`src/rtl/wb_stream_writer_if.sv`:
```
// Control, stream and Wishbone signals of the stream-to-Wishbone writer.
// Latency: none; this only bundles wires.
// Backpressure: s_valid/s_ready stream handshake; Wishbone cyc/stb held until ack_i or err_i.
interface wb_stream_writer_if #(
    parameter int WIDTH = 32,
    parameter int LEN_W = 16
);
    logic               start;
    logic [31:0]        base_addr;
    logic [LEN_W-1:0]   length;
    logic               abort;
    logic               busy;
    logic               done;
    logic               error;
    logic               s_valid;
    logic [WIDTH-1:0]   s_data;
    logic               s_ready;
    logic [31:0]        adr_o;
    logic [WIDTH-1:0]   dat_o;
    logic [WIDTH/8-1:0] sel_o;
    logic               we_o;
    logic               cyc_o;
    logic               stb_o;
    logic               ack_i;
    logic               err_i;

    // The writer side: consumes control and stream, masters the bus.
    modport master (
        input  start, base_addr, length, abort, s_valid, s_data, ack_i, err_i,
        output busy, done, error, s_ready, adr_o, dat_o, sel_o, we_o, cyc_o, stb_o
    );

    // The environment side: controller, stream source and Wishbone slave.
    modport slave (
        output start, base_addr, length, abort, s_valid, s_data, ack_i, err_i,
        input  busy, done, error, s_ready, adr_o, dat_o, sel_o, we_o, cyc_o, stb_o
    );
endinterface

```
`src/rtl/wb_stream_writer.sv`:
```
// Writes a counted run of stream words to consecutive Wishbone addresses.
// Latency: 3 cycles per word with a slave that acks one cycle after stb.
// Backpressure: one word accepted per bus cycle; s_ready low while the bus cycle is open.
module wb_stream_writer #(
    parameter int WIDTH   = 32,
    parameter int LEN_W   = 16,
    parameter int TIMEOUT = 255
) (
    input  logic                clk_i,
    input  logic                rst_ni,
    wb_stream_writer_if.master  bus
);
    typedef enum logic [1:0] {
        IDLE      = 2'd0,
        WAIT_DATA = 2'd1,
        BUS       = 2'd2,
        DONE      = 2'd3
    } state_t;

    localparam int          SEL_W    = WIDTH / 8;
    localparam logic [31:0] STEP     = 32'(SEL_W);
    localparam logic [15:0] TMO_LAST = 16'(TIMEOUT - 1);

    state_t             state_q;
    state_t             state_d;
    logic [31:0]        addr_q;
    logic [WIDTH-1:0]   data_q;
    logic [LEN_W-1:0]   cnt_q;
    logic [15:0]        tmo_q;
    logic               abort_q;
    logic               error_q;

    logic               start_ok;
    logic               zero_len;
    logic               take_word;
    logic               bus_ack;
    logic               set_err;

    // Next state and one-cycle control strobes for the datapath.
    always_comb begin
        state_d   = state_q;
        start_ok  = 1'b0;
        zero_len  = 1'b0;
        take_word = 1'b0;
        bus_ack   = 1'b0;
        set_err   = 1'b0;
        case (state_q)
            IDLE: begin
                if (bus.start) begin
                    if (bus.length != '0) begin
                        start_ok = 1'b1;
                        state_d  = WAIT_DATA;
                    end else begin
                        zero_len = 1'b1;
                        state_d  = DONE;
                    end
                end
            end
            WAIT_DATA: begin
                // Abort wins over a waiting word so the word stays in the stream.
                if (bus.abort) begin
                    set_err = 1'b1;
                    state_d = DONE;
                end else if (bus.s_valid) begin
                    take_word = 1'b1;
                    state_d   = BUS;
                end
            end
            BUS: begin
                if (bus.err_i) begin
                    set_err = 1'b1;
                    state_d = DONE;
                end else if (bus.ack_i) begin
                    bus_ack = 1'b1;
                    // A pending abort still lets the write finish, then ends with error.
                    if (abort_q || bus.abort) begin
                        set_err = 1'b1;
                        state_d = DONE;
                    end else if (cnt_q == LEN_W'(1)) begin
                        state_d = DONE;
                    end else begin
                        state_d = WAIT_DATA;
                    end
                end else if (tmo_q == TMO_LAST) begin
                    set_err = 1'b1;
                    state_d = DONE;
                end
            end
            DONE: begin
                state_d = IDLE;
            end
            default: begin
                state_d = IDLE;
            end
        endcase
    end

    // State register and transfer datapath: address, data, count, timeout, abort and status.
    always_ff @(posedge clk_i) begin
        if (!rst_ni) begin
            state_q <= IDLE;
            addr_q  <= '0;
            data_q  <= '0;
            cnt_q   <= '0;
            tmo_q   <= '0;
            abort_q <= 1'b0;
            error_q <= 1'b0;
        end else begin
            state_q <= state_d;

            if (start_ok) begin
                addr_q <= bus.base_addr;
                cnt_q  <= bus.length;
            end else if (bus_ack) begin
                addr_q <= addr_q + STEP;
                cnt_q  <= cnt_q - LEN_W'(1);
            end

            if (take_word) begin
                data_q <= bus.s_data;
            end

            // Held at zero outside BUS so every bus cycle starts a fresh count.
            if (state_q != BUS) begin
                tmo_q <= '0;
            end else if (tmo_q != TMO_LAST) begin
                tmo_q <= tmo_q + 16'd1;
            end

            // Abort during a bus cycle is remembered until that cycle terminates.
            if (state_q == BUS) begin
                abort_q <= abort_q | bus.abort;
            end else begin
                abort_q <= 1'b0;
            end

            if (start_ok || zero_len) begin
                error_q <= 1'b0;
            end else if (set_err) begin
                error_q <= 1'b1;
            end
        end
    end

    assign bus.busy    = (state_q == WAIT_DATA) || (state_q == BUS);
    assign bus.done    = (state_q == DONE);
    assign bus.error   = error_q;
    assign bus.s_ready = (state_q == WAIT_DATA) && !bus.abort;
    assign bus.cyc_o   = (state_q == BUS);
    assign bus.stb_o   = (state_q == BUS);
    assign bus.we_o    = (state_q == BUS);
    assign bus.sel_o   = (state_q == BUS) ? {SEL_W{1'b1}} : {SEL_W{1'b0}};
    assign bus.adr_o   = addr_q;
    assign bus.dat_o   = data_q;
endmodule

```
`src/flat_wrapper.sv`:
```
// flat-port wrapper written by rule: the top's interface ports become plain ports
module wb_stream_writer_flat 
#(
    parameter int WIDTH   = 32,
    parameter int LEN_W   = 16,
    parameter int TIMEOUT = 255
)
  (clk_i, rst_ni, bus_start, bus_base_addr, bus_length, bus_abort, bus_s_valid, bus_s_data, bus_ack_i, bus_err_i, bus_busy, bus_done, bus_error, bus_s_ready, bus_adr_o, bus_dat_o, bus_sel_o, bus_we_o, bus_cyc_o, bus_stb_o);
  wb_stream_writer_if #(.WIDTH(WIDTH), .LEN_W(LEN_W)) bus_i ();
  input  logic clk_i;
  input  logic rst_ni;
  input wire logic [$bits(bus_i.start)-1:0] bus_start;
  input wire logic [$bits(bus_i.base_addr)-1:0] bus_base_addr;
  input wire logic [$bits(bus_i.length)-1:0] bus_length;
  input wire logic [$bits(bus_i.abort)-1:0] bus_abort;
  input wire logic [$bits(bus_i.s_valid)-1:0] bus_s_valid;
  input wire logic [$bits(bus_i.s_data)-1:0] bus_s_data;
  input wire logic [$bits(bus_i.ack_i)-1:0] bus_ack_i;
  input wire logic [$bits(bus_i.err_i)-1:0] bus_err_i;
  output wire logic [$bits(bus_i.busy)-1:0] bus_busy;
  output wire logic [$bits(bus_i.done)-1:0] bus_done;
  output wire logic [$bits(bus_i.error)-1:0] bus_error;
  output wire logic [$bits(bus_i.s_ready)-1:0] bus_s_ready;
  output wire logic [$bits(bus_i.adr_o)-1:0] bus_adr_o;
  output wire logic [$bits(bus_i.dat_o)-1:0] bus_dat_o;
  output wire logic [$bits(bus_i.sel_o)-1:0] bus_sel_o;
  output wire logic [$bits(bus_i.we_o)-1:0] bus_we_o;
  output wire logic [$bits(bus_i.cyc_o)-1:0] bus_cyc_o;
  output wire logic [$bits(bus_i.stb_o)-1:0] bus_stb_o;
  assign bus_i.start = bus_start;
  assign bus_i.base_addr = bus_base_addr;
  assign bus_i.length = bus_length;
  assign bus_i.abort = bus_abort;
  assign bus_i.s_valid = bus_s_valid;
  assign bus_i.s_data = bus_s_data;
  assign bus_i.ack_i = bus_ack_i;
  assign bus_i.err_i = bus_err_i;
  assign bus_busy = bus_i.busy;
  assign bus_done = bus_i.done;
  assign bus_error = bus_i.error;
  assign bus_s_ready = bus_i.s_ready;
  assign bus_adr_o = bus_i.adr_o;
  assign bus_dat_o = bus_i.dat_o;
  assign bus_sel_o = bus_i.sel_o;
  assign bus_we_o = bus_i.we_o;
  assign bus_cyc_o = bus_i.cyc_o;
  assign bus_stb_o = bus_i.stb_o;
  wb_stream_writer #(.WIDTH(WIDTH), .LEN_W(LEN_W), .TIMEOUT(TIMEOUT)) u_core (.clk_i(clk_i), .rst_ni(rst_ni), .bus(bus_i));
endmodule
```
`config.mk`:
```
export PLATFORM = sky130hd
export DESIGN_NAME = wb_stream_writer_flat
export DESIGN_NICKNAME = d
export VERILOG_FILES = /design/src/rtl/wb_stream_writer_if.sv /design/src/rtl/wb_stream_writer.sv /design/src/flat_wrapper.sv
export SDC_FILE = /design/constraint.sdc
export NUM_CORES = 1
export LEC_CHECK = 0
export BUFFER_PORTS_ARGS = -buffer_cell sky130_fd_sc_hd__buf_2
export CAP_MARGIN = 20
export CORE_ASPECT_RATIO = 0.75
export CORE_UTILIZATION = 36
export DETAILED_ROUTE_END_ITERATION = 10
export GPL_ROUTABILITY_DRIVEN = 1
export HOLD_SLACK_MARGIN = 0.03
export SYNTH_ARGS = -nofsm -noshare
export SYNTH_HDL_FRONTEND = slang
export SYNTH_SLANG_ARGS = --single-unit
```
`constraint.sdc`:
```
create_clock -name clk_i -period 6.55 [get_ports clk_i]
set_input_delay 1.31 -clock clk_i [delete_from_list [all_inputs] [get_ports clk_i]]
set_output_delay 1.31 -clock clk_i [all_outputs]
set_load 0.005 [all_outputs]
```
After elaboration in Yosys (flattened, before gate mapping). Index checks and enable logic that the tools add are counted.

Bits in registers: 100. Input bits: 87. Output and inout port bits: 75. Logic and storage cells: 67.

Add/subtract/negate cells: 3. Equality and inequality tests: 10. Multiplexer cells: 33. Bitwise gates (word level): 2. Reduce and logical (&&, ||, !) cells: 12.

Operator list (count): 2-to-1 mux 32 bit (2); adder 32 x 3 -> 32 bit, second input constant (1); 2-to-1 mux 16 bit (2); 2-to-1 mux 2 bit (9); 2-to-1 mux 1 bit (17); adder 16 x 1 -> 16 bit, second input constant (1); equality test 16 x 1 -> 1 bit, second input constant (1); equality test 16 x 8 -> 1 bit, second input constant (1); inequality test 16 x 8 -> 1 bit, second input constant (1); nonzero test 16 bit (1); subtractor 16 x 1 -> 16 bit, second input constant (1); case mux 2 bit (4 select lines) (1); equality test 2 bit, second input constant (2); 2-to-1 mux 4 bit (1); inequality test 2 bit, second input constant (2); inequality test 4 x 3 -> 1 bit, second input constant (1); OR reduction 2 bit (2); logical OR 1 bit (3); inequality test 3 bit, second input constant (1); AND reduction 3 bit (1); equality test 2 x 1 -> 1 bit, second input constant (1); zero test 2 bit (1); case mux 1 bit (2 select lines) (1); AND reduction 2 bit (1); 5 further kinds (5).

Logic depth before layout (Yosys ltp).
Depth in word-level cells: 6. Gate-level depth with buffers: 9. Depth with buffers taken out: 7.

Worst setup path after synthesis. Ideal clock, no wire load.

Kind: input-to-reg. Start point: input bus_length[2]. End point: register u_core.addr_q[0] (netlist: u_core.bus.adr_o[0]). Setup time: 128 ps. Data arrival time: 2770 ps. Required time: 6422 ps. Setup slack: 3652 ps. Stages: 6. Path buffers: 2. Cells stage by stage: nor4_1 a41o_1 clkbuf_1 clkbuf_1 mux2i_1 nor2_1.

Cells in the longest elaborated chain, start to end: 5. Elaborated cells on any way between the ends: 6. Those cells by class: mux (4); reduce/logical (2).

Ends and longest elaborated chain: start, declared (RTL line flat_wrapper.sv:14) `input wire logic [$bits(bus_i.length)-1:0] bus_length;`; nonzero test 16 bit (*) (RTL line wb_stream_writer.sv:50) `if (bus.length != '0) begin`; 2-to-1 mux 1 bit (*) (RTL line wb_stream_writer.sv:50); 2-to-1 mux 1 bit (*) (RTL line wb_stream_writer.sv:49) `if (bus.start) begin`; 2-to-1 mux 1 bit (*) (RTL line wb_stream_writer.sv:47) `case (state_q)`; 2-to-1 mux 32 bit / nonzero test 2 bit (equally long branches); end signal, assigned (RTL line wb_stream_writer.sv:112) `addr_q <= bus.base_addr;`; end signal, assigned (RTL line wb_stream_writer.sv:115) `addr_q <= addr_q + STEP;`; end, declared (RTL line wb_stream_writer.sv:26) `logic [31:0] addr_q;`.

Every way passes the cells marked *; elsewhere a longest branch is shown, timed or not. A chain may end at the register's enable or synchronous reset.

Worst setup path after layout.
Start point: input bus_length[1]. End point: register u_core.addr_q[27] (netlist: u_core.bus.adr_o[27]).

Same word-level chain as after synthesis.

==> results.tsv <==
metric	value	unit
hold depth	2	
register area share after synthesis	42.4	%
routed wire length	12.8	mm
synthesized area per cell	8.07	um2
Crit path depth	7	
Rows	35	
Top delay family on crit path	compound AO/OA/AOI/OAI gates	
type of the worst min-delay path	reg -> reg	
status	complete, no violations	
count leader, synth	dfxtp_1	
RSZ-0062 raised after global routing	no	
Resize count post-CTS	0	
Setup Skew	7.52	ps
Pwr per Cell Area	333	nW/um2
Tmin final	3300	ps
Residual DRC	0	
crit path DAT	3540	ps
die width	134	um
initial drt markers	247	
vias per cell	5.08	
post-synthesis cell area	4730	um2
ANT nets after route	0	
first-pass GRT wire length	21.1	mm
Hold Buf Count CTS	0	
period utilisation layout	50.4	%
Clock Sinks	100	
PnR worst setup slack	3250	ps
Async SR Flop Fraction	0	%
Hold Vio Cnt, Final	0	
synthesized flop and latch total	100	
Yosys top cell area share	42.4	%
maximum vdd drop	144	uV
WL/cell	14.3	um
Final Wtd Congestion	0.818	
Syn Inst Count	586	
Peak Freq	303	MHz
Final nets	821	
Slew Limit Fails	0	
Post-synth EDFFs	0	
clock-pin slew on the worst setup and hold paths	70	ps
vias in the first global route	4355	
Area Growth Syn to Fin	26.8	%
Lkg Pwr	2.41	nW
total grt overflow	0	
Final Total Pwr	0.00199	W
dominant synthesized flop cell	dfxtp_1	
Worst Reg2Reg Path Length in Cells	8	
critical path endpoint category	flop	
vias	4555	
I/O Buffers	161	
Area contributors post-synth	dfxtp_1 (42%), nand2_1 (7.1%), a21oi_1 (6.8%)	
critical-path cell list	buf_2 -> nor4_1 -> a41o_2 -> buf_4 -> nand2b_1 -> a21o_1 -> o2111a_1	
Num CTS Buffers	9	
critical path type	in -> reg	
clk_lat worst skew	350	ps
setup total negative slack	0	ps
Worst-Margin Slew	712	ps
clock root buffer	clkbuf_16	
synthesis warning total	0	
First-pass DRT Iterations	6	
Initial Utilization	37.7	%
initial antenna violation count	1	
# IOs	162	
layout cell share with drive strength beyond 1	25.9	%
Critical Path RT	6790	ps
Max clock buf depth	2	
max_cap viols	0	
CTS tree	yes	
Die Height	101	um
Setup Viol. Count Final	0	
worst relative slew slack	52.2	%
post-synth net total	683	
GRT Util Overall	19.2	%
die area	13600	um2
critical path buffer and inverter count	2	
crit path launch type	input pin	
Setup WS pre-CTS	2920	ps
area leader, netlist	dfxtp_1	
CORE AREA	12500	um2
synth unique cells	46	
leading cell types by count after synthesis	dfxtp_1 (100), nand2_1 (90), a21oi_1 (64)	
worst-path maximum fanout	73	
critical path's largest stage delay	620	ps
crit path max-delay cell type	buf_4	
Setup Buffers After CTS	0	
largest net degree at the start of global routing	74	
Final HPWL DP	9.27	mm
H-tree Lvls	3	
layout make-up:
class | count | area [um2]
Fill cell | 1288 | 6530
Multi-Input combinational cell | 433 | 2500
Sequential cell | 100 | 2000
Timing Repair Buffer | 166 | 883
Clock buffer | 9 | 225
Tap cell | 166 | 208
Clock inverter | 7 | 118
Inverter | 14 | 52.6
Antenna cell | 1 | 2.50
tightest hold or removal path, stage by stage, from the launching register on:
cell and delay (ps):
dfxtp_1 310, nand2_1 50, a21oi_1 50
kinds of logic (layout without fill, tap and decap cells):
group                    after synthesis  in the layout  share of synthesized area (%)
flip-flops                           100            100                           42.4
other                                  0              1                              0
buffers and inverters                 53            196                           4.68
AO/OA/AOI/OAI                        135            135                           16.6
AND/OR/NAND/NOR                      234            234                           23.6
XOR/XNOR                              49             49                           9.08
multiplexers                           5              5                           1.06
adder cells (fa/ha/maj)               10             10                           2.65
final timing paths:
path / startpoint / to / slack [ps]
min reg2reg: u_core.bus.dat_o[7] / u_core.bus.dat_o[7] / 450
max: bus_length[1] / u_core.bus.adr_o[27] / 3250
min: u_core.bus.dat_o[7] / u_core.bus.dat_o[7] / 450
max reg2reg: u_core.state_q[0] / u_core.bus.adr_o[31] / 3930
cell usage in the layout (no fill, tap or decap), drive strengths merged, types with 2 or more instances in the layout:
master / count
nand2: 90
bufinv: 2
a211oi: 12
ha: 10
a21o: 2
nor2: 48
a311oi: 4
o41ai: 2
or4: 3
nand3: 18
or2: 2
nor2b: 2
dfxtp: 100
xnor2: 36
and3: 5
and4: 5
clkbuf: 9
inv: 16
nor3: 10
a21oi: 64
mux2i: 5
nor4: 20
a31oi: 4
nand4: 16
nand2b: 3
or3: 7
o211ai: 2
clkinv: 2
buf: 166
and2: 3
xor2: 13
o21ai: 35
per-stage QoR:
step                hold slack, ps  utilization (%)  area, um2  cells
detailed placement             447             44.7       5600    877
finish                         454             47.9       6000    896
floorplan                      435                -       4730    586
global placement               439             44.7       5600    877
CTS                            457             47.4       5940    893
global route                   471             47.9       6000    896
flip-flops by register name, summed over array words and instances (netlist names):
signal and count:
u_core.abort_q 1, u_core.tmo_q 16, u_core.cnt_q 16, u_core.bus.adr_o 32, u_core.bus.error 1, u_core.state_q 2, u_core.bus.dat_o 32
where the power goes:
group / leakage (nW) / switching, W / internal (W)
clock: 0.164 / 0.000263 / 0.000347
combinational: 1.43 / 0.000305 / 0.000255
sequential: 0.818 / 0.000109 / 0.000716
total: 2.41 / 0.000677 / 0.00132
per-layer routing:
layer / global-route usage [%] / up-vias / share of wire (%)
met3: 4.70 / 11 / 5.6
met5: 0 / - / 0
li1: - / 2326 / -
met1: 26.1 / 2089 / 48
met4: 6.14 / 0 / 1.2
met2: 30.1 / 129 / 45
Power figures use the tool's default switching activity.
